File: src/rtl/memory_arbiter_if.sv
// Requester-side bus of the memory arbiter: one instance per requesting port.
// The requester drives the master modport; the arbiter uses the slave modport.
interface memory_arbiter_if #(
    parameter int DATA_WIDTH    = 16,
    parameter int ADDRESS_WIDTH = 16
) ();
    logic                     request;
    logic                     write_enable;
    logic [ADDRESS_WIDTH-1:0] address;
    logic [DATA_WIDTH-1:0]    write_data;
    logic                     acknowledge;
    logic [DATA_WIDTH-1:0]    read_data;

    modport master (
        output request, write_enable, address, write_data,
        input  acknowledge, read_data
    );

    modport slave (
        input  request, write_enable, address, write_data,
        output acknowledge, read_data
    );
endinterface

File: src/rtl/memory_arbiter.sv
// Round-robin arbiter sharing one synchronous memory port between two requesters,
// sequencing each access through IDLE -> ISSUE -> (WAIT) -> RESPOND.
module memory_arbiter #(
    parameter int DATA_WIDTH    = 16,
    parameter int ADDRESS_WIDTH = 16,
    parameter int READ_LATENCY  = 1
) (
    input  logic                     clock,
    input  logic                     reset,
    memory_arbiter_if.slave          port0,
    memory_arbiter_if.slave          port1,
    input  logic [DATA_WIDTH-1:0]    memory_read_data,
    output logic                     memory_write_enable,
    output logic [ADDRESS_WIDTH-1:0] memory_address,
    output logic [DATA_WIDTH-1:0]    memory_write_data,
    output logic                     busy,
    output logic                     owner
);

    localparam logic [1:0] IDLE    = 2'd0;
    localparam logic [1:0] ISSUE   = 2'd1;
    localparam logic [1:0] WAIT    = 2'd2;
    localparam logic [1:0] RESPOND = 2'd3;

    localparam logic [1:0] LATENCY_LOAD = 2'(READ_LATENCY);

    logic [1:0]               state_r;
    logic [1:0]               state_nxt_s;
    logic                     grant_s;
    logic                     capture_s;
    logic                     grant_port_s;
    logic                     grant_we_s;
    logic [ADDRESS_WIDTH-1:0] grant_addr_s;
    logic [DATA_WIDTH-1:0]    grant_wdata_s;

    logic                     owner_r;
    logic                     last_owner_r;
    logic                     we_r;
    logic [ADDRESS_WIDTH-1:0] addr_r;
    logic [DATA_WIDTH-1:0]    wdata_r;
    logic [1:0]               cnt_r;
    logic                     mem_we_r;
    logic                     ack0_r;
    logic                     ack1_r;
    logic                     busy_r;
    logic [DATA_WIDTH-1:0]    rdata0_r;
    logic [DATA_WIDTH-1:0]    rdata1_r;

    // Arbitration: a tie goes to the port that did not own the previous access.
    always_comb begin
        grant_port_s = 1'b0;
        if (port0.request && port1.request) begin
            grant_port_s = ~last_owner_r;
        end else if (port1.request) begin
            grant_port_s = 1'b1;
        end else begin
            grant_port_s = 1'b0;
        end
        grant_we_s    = grant_port_s ? port1.write_enable : port0.write_enable;
        grant_addr_s  = grant_port_s ? port1.address      : port0.address;
        grant_wdata_s = grant_port_s ? port1.write_data   : port0.write_data;
    end

    // Next-state logic; capture_s marks the edge where the wait counter hits zero.
    always_comb begin
        state_nxt_s = state_r;
        grant_s     = 1'b0;
        capture_s   = 1'b0;
        case (state_r)
            IDLE: begin
                if (port0.request || port1.request) begin
                    grant_s     = 1'b1;
                    state_nxt_s = ISSUE;
                end else begin
                    state_nxt_s = IDLE;
                end
            end
            ISSUE: begin
                if (we_r) begin
                    state_nxt_s = RESPOND;
                end else begin
                    state_nxt_s = WAIT;
                end
            end
            WAIT: begin
                if (cnt_r == 2'd1) begin
                    capture_s   = 1'b1;
                    state_nxt_s = RESPOND;
                end else begin
                    state_nxt_s = WAIT;
                end
            end
            RESPOND: state_nxt_s = IDLE;
            default: state_nxt_s = IDLE;
        endcase
    end

    // State register.
    always_ff @(posedge clock or negedge reset) begin
        if (!reset) begin
            state_r <= IDLE;
        end else begin
            state_r <= state_nxt_s;
        end
    end

    // Latch the granted request; these registers also drive the memory bus and hold afterwards.
    always_ff @(posedge clock or negedge reset) begin
        if (!reset) begin
            owner_r      <= 1'b0;
            last_owner_r <= 1'b1;
            we_r         <= 1'b0;
            addr_r       <= '0;
            wdata_r      <= '0;
        end else if (grant_s) begin
            owner_r      <= grant_port_s;
            last_owner_r <= grant_port_s;
            we_r         <= grant_we_s;
            addr_r       <= grant_addr_s;
            wdata_r      <= grant_wdata_s;
        end
    end

    // Read-latency counter: loaded in ISSUE, counts down through WAIT.
    always_ff @(posedge clock or negedge reset) begin
        if (!reset) begin
            cnt_r <= 2'd0;
        end else if (state_r == ISSUE) begin
            cnt_r <= LATENCY_LOAD;
        end else if (state_r == WAIT) begin
            cnt_r <= cnt_r - 2'd1;
        end
    end

    // Read data is captured only into the owning port; the other port keeps its last result.
    always_ff @(posedge clock or negedge reset) begin
        if (!reset) begin
            rdata0_r <= '0;
            rdata1_r <= '0;
        end else if (capture_s) begin
            if (owner_r) begin
                rdata1_r <= memory_read_data;
            end else begin
                rdata0_r <= memory_read_data;
            end
        end
    end

    // Status outputs are registered from the next state so they line up with the state itself.
    always_ff @(posedge clock or negedge reset) begin
        if (!reset) begin
            mem_we_r <= 1'b0;
            ack0_r   <= 1'b0;
            ack1_r   <= 1'b0;
            busy_r   <= 1'b0;
        end else begin
            mem_we_r <= grant_s & grant_we_s;
            ack0_r   <= (state_nxt_s == RESPOND) & ~owner_r;
            ack1_r   <= (state_nxt_s == RESPOND) & owner_r;
            busy_r   <= (state_nxt_s != IDLE);
        end
    end

    assign memory_write_enable = mem_we_r;
    assign memory_address      = addr_r;
    assign memory_write_data   = wdata_r;
    assign busy                = busy_r;
    assign owner               = owner_r;
    assign port0.acknowledge   = ack0_r;
    assign port0.read_data     = rdata0_r;
    assign port1.acknowledge   = ack1_r;
    assign port1.read_data     = rdata1_r;

endmodule

File: src/flat_wrapper.sv
// flat-port wrapper written by rule: the top's interface ports become plain ports
module memory_arbiter_flat 
#(
    parameter int DATA_WIDTH    = 16,
    parameter int ADDRESS_WIDTH = 16,
    parameter int READ_LATENCY  = 1
)
  (clock, reset, memory_read_data, memory_write_enable, memory_address, memory_write_data, busy, owner, port0_request, port0_write_enable, port0_address, port0_write_data, port0_acknowledge, port0_read_data, port1_request, port1_write_enable, port1_address, port1_write_data, port1_acknowledge, port1_read_data);
  memory_arbiter_if #(.DATA_WIDTH(DATA_WIDTH), .ADDRESS_WIDTH(ADDRESS_WIDTH)) port0_i ();
  memory_arbiter_if #(.DATA_WIDTH(DATA_WIDTH), .ADDRESS_WIDTH(ADDRESS_WIDTH)) port1_i ();
  input  logic clock;
  input  logic reset;
  input  logic [DATA_WIDTH-1:0] memory_read_data;
  output logic memory_write_enable;
  output logic [ADDRESS_WIDTH-1:0] memory_address;
  output logic [DATA_WIDTH-1:0] memory_write_data;
  output logic busy;
  output logic owner;
  input wire logic [$bits(port0_i.request)-1:0] port0_request;
  input wire logic [$bits(port0_i.write_enable)-1:0] port0_write_enable;
  input wire logic [$bits(port0_i.address)-1:0] port0_address;
  input wire logic [$bits(port0_i.write_data)-1:0] port0_write_data;
  output wire logic [$bits(port0_i.acknowledge)-1:0] port0_acknowledge;
  output wire logic [$bits(port0_i.read_data)-1:0] port0_read_data;
  input wire logic [$bits(port1_i.request)-1:0] port1_request;
  input wire logic [$bits(port1_i.write_enable)-1:0] port1_write_enable;
  input wire logic [$bits(port1_i.address)-1:0] port1_address;
  input wire logic [$bits(port1_i.write_data)-1:0] port1_write_data;
  output wire logic [$bits(port1_i.acknowledge)-1:0] port1_acknowledge;
  output wire logic [$bits(port1_i.read_data)-1:0] port1_read_data;
  assign port0_i.request = port0_request;
  assign port0_i.write_enable = port0_write_enable;
  assign port0_i.address = port0_address;
  assign port0_i.write_data = port0_write_data;
  assign port0_acknowledge = port0_i.acknowledge;
  assign port0_read_data = port0_i.read_data;
  assign port1_i.request = port1_request;
  assign port1_i.write_enable = port1_write_enable;
  assign port1_i.address = port1_address;
  assign port1_i.write_data = port1_write_data;
  assign port1_acknowledge = port1_i.acknowledge;
  assign port1_read_data = port1_i.read_data;
  memory_arbiter #(.DATA_WIDTH(DATA_WIDTH), .ADDRESS_WIDTH(ADDRESS_WIDTH), .READ_LATENCY(READ_LATENCY)) u_core (.clock(clock), .reset(reset), .port0(port0_i), .port1(port1_i), .memory_read_data(memory_read_data), .memory_write_enable(memory_write_enable), .memory_address(memory_address), .memory_write_data(memory_write_data), .busy(busy), .owner(owner));
endmodule
File: config.mk
export PLATFORM = sky130hd
export DESIGN_NAME = memory_arbiter_flat
export DESIGN_NICKNAME = d
export VERILOG_FILES = /design/src/rtl/memory_arbiter_if.sv /design/src/rtl/memory_arbiter.sv /design/src/flat_wrapper.sv
export SDC_FILE = /design/constraint.sdc
export NUM_CORES = 1
export LEC_CHECK = 0
export CAP_MARGIN = 30
export CORE_MARGIN = 2
export CORE_UTILIZATION = 33
export CTS_BUF_LIST = sky130_fd_sc_hd__clkbuf_2
export CTS_CLUSTER_SIZE = 28
export DETAILED_ROUTE_END_ITERATION = 8
export PLACE_DENSITY = 0.69
export SYNTH_ARGS = -nofsm -noshare
export SYNTH_HDL_FRONTEND = slang
export SYNTH_SLANG_ARGS = --single-unit
File: constraint.sdc
create_clock -name clock -period 1.5 [get_ports clock]
set_input_delay 0.45 -clock clock [delete_from_list [all_inputs] [get_ports clock]]
set_output_delay 0.45 -clock clock [all_outputs]
set_load 0.03 [all_outputs]
; Word level (Yosys, flattened, before mapping)
; Index checks and enable logic that the tools add are counted.
[totals]
reg_bits = 75
input_bits = 86
word_cells = 46
[classes]
add_sub_neg = 1
n_eq_ne = 5
muxes = 15
bitwise = 5
n_reduce_logical = 7
[op_table]
columns = op, count
row1 = 16-bit 2-to-1 mux, 2
row2 = 1-bit 2-to-1 mux, 10
row3 = 2-bit one-hot mux with 4 select lines, 1
row4 = "2-bit == test, second input constant", 3
row5 = "2-bit by 1-bit == test with 1-bit output, second input constant", 2
row6 = 2-bit 2-to-1 mux, 2
row7 = 2-bit AND reduction, 2
row8 = 2-bit nonzero test, 2
row9 = 1-bit bitwise AND, 3
row10 = 2-bit zero test, 1
row11 = 1-bit NOT, 2
row12 = "2-bit by 1-bit subtractor with 2-bit output, second input constant", 1
row13 = 1-bit logical AND, 1
row14 = 1-bit logical OR, 1

; Depth between registers and ports, before layout
[logic_depth]
ltp_word = 5
ltp_mapped = 7
mapped_depth_nobuf = 5

; Least setup slack after synthesis
; OpenSTA, ideal clock, no wires.
[synth_path]
path_kind = flip-flop to flip-flop
from = reg u_core.state_r[0]
to = reg u_core.rdata1_r[10] (netlist: u_core.port1.read_data[10])
setup_time_ps = 125
arrival_ps = 1326
t_required_ps = 1375
setup_slack_ps = 49
stages_incl_launch_ff = 6
synth_period_minus_slack_ps = 1451
cell_sequence = dfrtp_1 > inv_1 > ha_1 > nand3_4 > buf_6 > mux2_4
[synth_via]
elab_chain_cells = 3
[synth_lines]
columns = element, line
row1 = start: declaration, memory_arbiter.sv:27  ; logic [1:0] state_r;
row2 = start signal: assignment, memory_arbiter.sv:103  ; state_r <= state_nxt_s;
row3 = 2-bit == test, memory_arbiter.sv:69  ; case (state_r)
row4 = 1-bit 2-to-1 mux, memory_arbiter.sv:69
row5 = 2-bit AND reduction (no line), n/a
row6 = end signal: assignment, memory_arbiter.sv:142  ; rdata1_r <= memory_read_data;
row7 = end: declaration, memory_arbiter.sv:47  ; logic [DATA_WIDTH-1:0] rdata1_r;
; No other way between the ends.
; A chain may end at the register's enable or synchronous reset.

; Final worst setup path
[layout_path]
from = reg u_core.owner_r (netlist: u_core.owner)
to = out owner
[layout_lines]
columns = element, line
row1 = start: declaration, memory_arbiter.sv:36  ; logic owner_r;
row2 = start signal: assignment, memory_arbiter.sv:116  ; owner_r <= grant_port_s;
row3 = end: declaration, flat_wrapper.sv:18  ; output logic owner;
; No word-level cell between the ends.

==> impl_metrics.py <==
metrics = {
    "floorplanning": {
        "initial_core_util": 0.343,
        "die_w_um": 105,
        "dieArea_um2": 11100,
        "dieHeight_um": 105,
        "core.rowCount": 36,
        "ioPinCount": 155,
        "core_area_um2": 9860,
    },
    "layout": {
        "seq_area_um2": 1880,
        "nFillCells": 813,
        "fin_nets": 570,
        "instances_no_fill": 617,
        "multi_input_area_um2": 1420,
        "syn_to_final_growth_pct": 67.8,
        "post_route_cells_drive_above_1_share": 0.428,
        "antenna_cells": 0,
    },
    "critical_path": {
        "crit_family": "flip-flops",
        "crit_chain": "buf_12",
        "worstPathMaxFanout": 2,
        "path_buf_inv": 1,
        "cpMaxStageDelayCell": "dfrtp_2",
        "crit_path_end_kind": "output pin",
        "r2r_cells": 5,
        "cp-startpoint": "u_core.owner",
        "cp.depth": 1,
        "cp.arrival_ns": 1.12,
        "timing_worst_setup_path_type": "reg2out",
        "r2r-start": "u_core.state_r[0]",
        "crit_required_ns": 1.05,
        "slowest_delay_ns": 0.48,
        "critPathLaunchType": "flip-flop",
        "r2r_setup_slack_ns": 0.04,
        "r2r_end": "u_core.port0.read_data[12]",
    },
    "clock_network": {
        "clk_pin_slew_ns": 0.22,
        "numClockSinks": 75,
        "cts_tree": "yes",
        "clockBufferDepth": 2,
        "root_buffer": "clkbuf_2",
        "insertion_delay_ns": 0.49,
        "cts_made_buffers": 9,
        "htreeDepth": 3,
    },
    "global_routing": {
        "grt_remaining_overflow": 0,
        "grt_pass1_vias": 2898,
        "grt_max_degree": 35,
        "grtUsageTotal": 0.165,
        "grt_pass1_wl_um": 14500,
        "antenna_found_initial": 0,
    },
    "detailed_routing": {
        "dr.pass1.iters": 4,
        "wire_per_inst_um": 15.0,
        "vias_per_cell": 4.57,
        "ant_nets": 0,
        "dr.first_iter.drc_count": 83,
        "via_count": 2819,
        "drt_wl_total_um": 9260,
        "drc": 0,
    },
    "yosys": {
        "synth_edf_count": 0,
        "syn_avg_cell_area_um2": 11.9,
        "async_reset_ff_frac": 1.00,
        "synth_top_area_share": 0.547,
        "yosysTopAreaCell": "dfrtp_1",
        "synth_area_um2": 3390,
        "ys.flop_type": "dfrtp_1",
        "synth-seq-cells": 75,
        "synth_cells": 285,
        "synth_nets": 376,
        "yosysMostFrequentCell": "dfrtp_1",
        "synthTopCellsByCount": "dfrtp_1, nor2_1, a21oi_1, nand2_1, a21oi_2",
        "synthTopCellsByArea": "dfrtp_1, mux2_4, a21oi_2",
        "ys_warn_count": 0,
        "yosysUniqueCellTypes": 29,
        "seq_area_frac_synth": 0.555,
    },
    "placed_design": {
        "place_congestion": 0.790,
        "place_inst": 571,
        "place_ws_ns": -0.358,
        "io_buffers": 154,
        "dp_hpwl_um": 6320,
    },
    "power": {
        "power_density_nw_per_um2": 2290,
        "ir_drop_uv": 851,
        "p_leak_nw": 2.59,
    },
    "sta": {
        "finalSetupTns_ns": -1.32,
        "fin_crit_sh": 1.05,
        "setup_slack_ns": -0.0731,
        "rsz0062_at_grt": "yes",
        "maxSlewViolCount": 0,
        "clock.fmax_mhz": 636,
        "setup_viol": 61,
        "period_needed_ns": 1.57,
        "slew_headroom": 0.770,
        "hold_viol_final": 0,
        "skew_ns": 0.0332,
        "tightest_slew_ns": 0.345,
    },
    "run_status": {
        "violations": "setup timing",
        "status": "finished with violations",
    },
    "run": {
        "maxCapViolCount": 0,
    },
    "hold_path": {
        "min_path_type": "in2async",
    },
}
-- layer usage --
metal / vias up / wire, µm / GRT usage
met1: 1342 / 3960 / 0.202
li1: 1356 / - / -
met4: 0 / 91 / 0.0619
met3: 7 / 644 / 0.0495
met2: 114 / 4560 / 0.276
met5: - / 0 / 0
-- area by class of cell --
cell class | instances | area share
Multi-Input combinational cell | 190 | 0.249
Sequential cell | 75 | 0.331
Clock buffer | 10 | 0.00881
Inverter | 3 | 0.00198
Timing Repair Buffer | 200 | 0.373
Tap cell | 133 | 0.0293
Clock inverter | 6 | 0.00727
-- flip-flops by register name, summed over array words and instances, names as in the netlist --
register / flops
u_core.busy: 1
u_core.memory_address: 16
u_core.port1.read_data: 16
u_core.owner: 1
u_core.cnt_r: 2
u_core.port1.acknowledge: 1
u_core.state_r: 2
u_core.memory_write_data: 16
u_core.last_owner_r: 1
u_core.memory_write_enable: 1
u_core.we_r: 1
u_core.port0.acknowledge: 1
u_core.port0.read_data: 16
-- worst max path at each step --
stage | to | slack (ns)
2_1_floorplan | u_core.port1.read_data[10] | 0.05
3_5_place_dp | u_core.memory_address[0] | -0.36
6_report | owner | -0.07
4_1_cts | owner | -0.14
3_3_place_gp | u_core.memory_write_data[2] | -0.31
5_1_grt | owner | -0.19
-- layout by cell type (no fill, tap or decap), types with 2 or more instances in the layout --
master           synthesis  final
clkdlybuf4s50_1          0     84
dfrtp_1                 74     73
buf_6                    7     63
buf_4                    1     39
nor2_1                  38     38
a21oi_1                 37     34
a21oi_2                 30     33
nand2_1                 33     33
mux2_4                  20     20
mux2_2                  12     12
buf_12                   0     12
clkbuf_2                 0     10
inv_1                    3      3
ha_4                     0      2
ha_1                     5      2
clkinvlp_4               0      2
-- metrics by stage --
step	hold slack, ns	instance area, µm²	util	power (mW)
after floorplan	0.154	3390	-	7.97
after global placement	0.385	5190	0.527	10.8
after detailed placement	0.381	5190	0.527	11.0
after CTS	0.320	5530	0.561	12.7
after global routing	0.308	5680	0.576	13.8
final	0.369	5680	0.576	13.0
-- report_power, final --
| part | internal (mW) | total [mW] | switching [mW] |
|---|---|---|---|
| Clock | 0.225 | 0.934 | 0.710 |
| Sequential | 3.06 | 3.83 | 0.775 |
| Combinational | 4.20 | 8.26 | 4.06 |
-- logic make-up after synthesis --
group | Yosys count | share of synthesized area
simple gates | 77 | 0.0983
compound gates | 75 | 0.154
flops | 75 | 0.555
mux | 33 | 0.132
buf+inv | 20 | 0.0429
fa+ha+maj | 5 | 0.0185
-- repair_timing --
item | in CTS | in global routing
setup buffers | 18 | 10
hold buffers | 1 | 0
cloned | 0 | 1
endpoints found under the hold margin | 22 | 0
gates resized for setup | 401 | 10
setup endpoints to repair | 73 | 101
No activity file was read; power rests on OpenSTA's default activity.
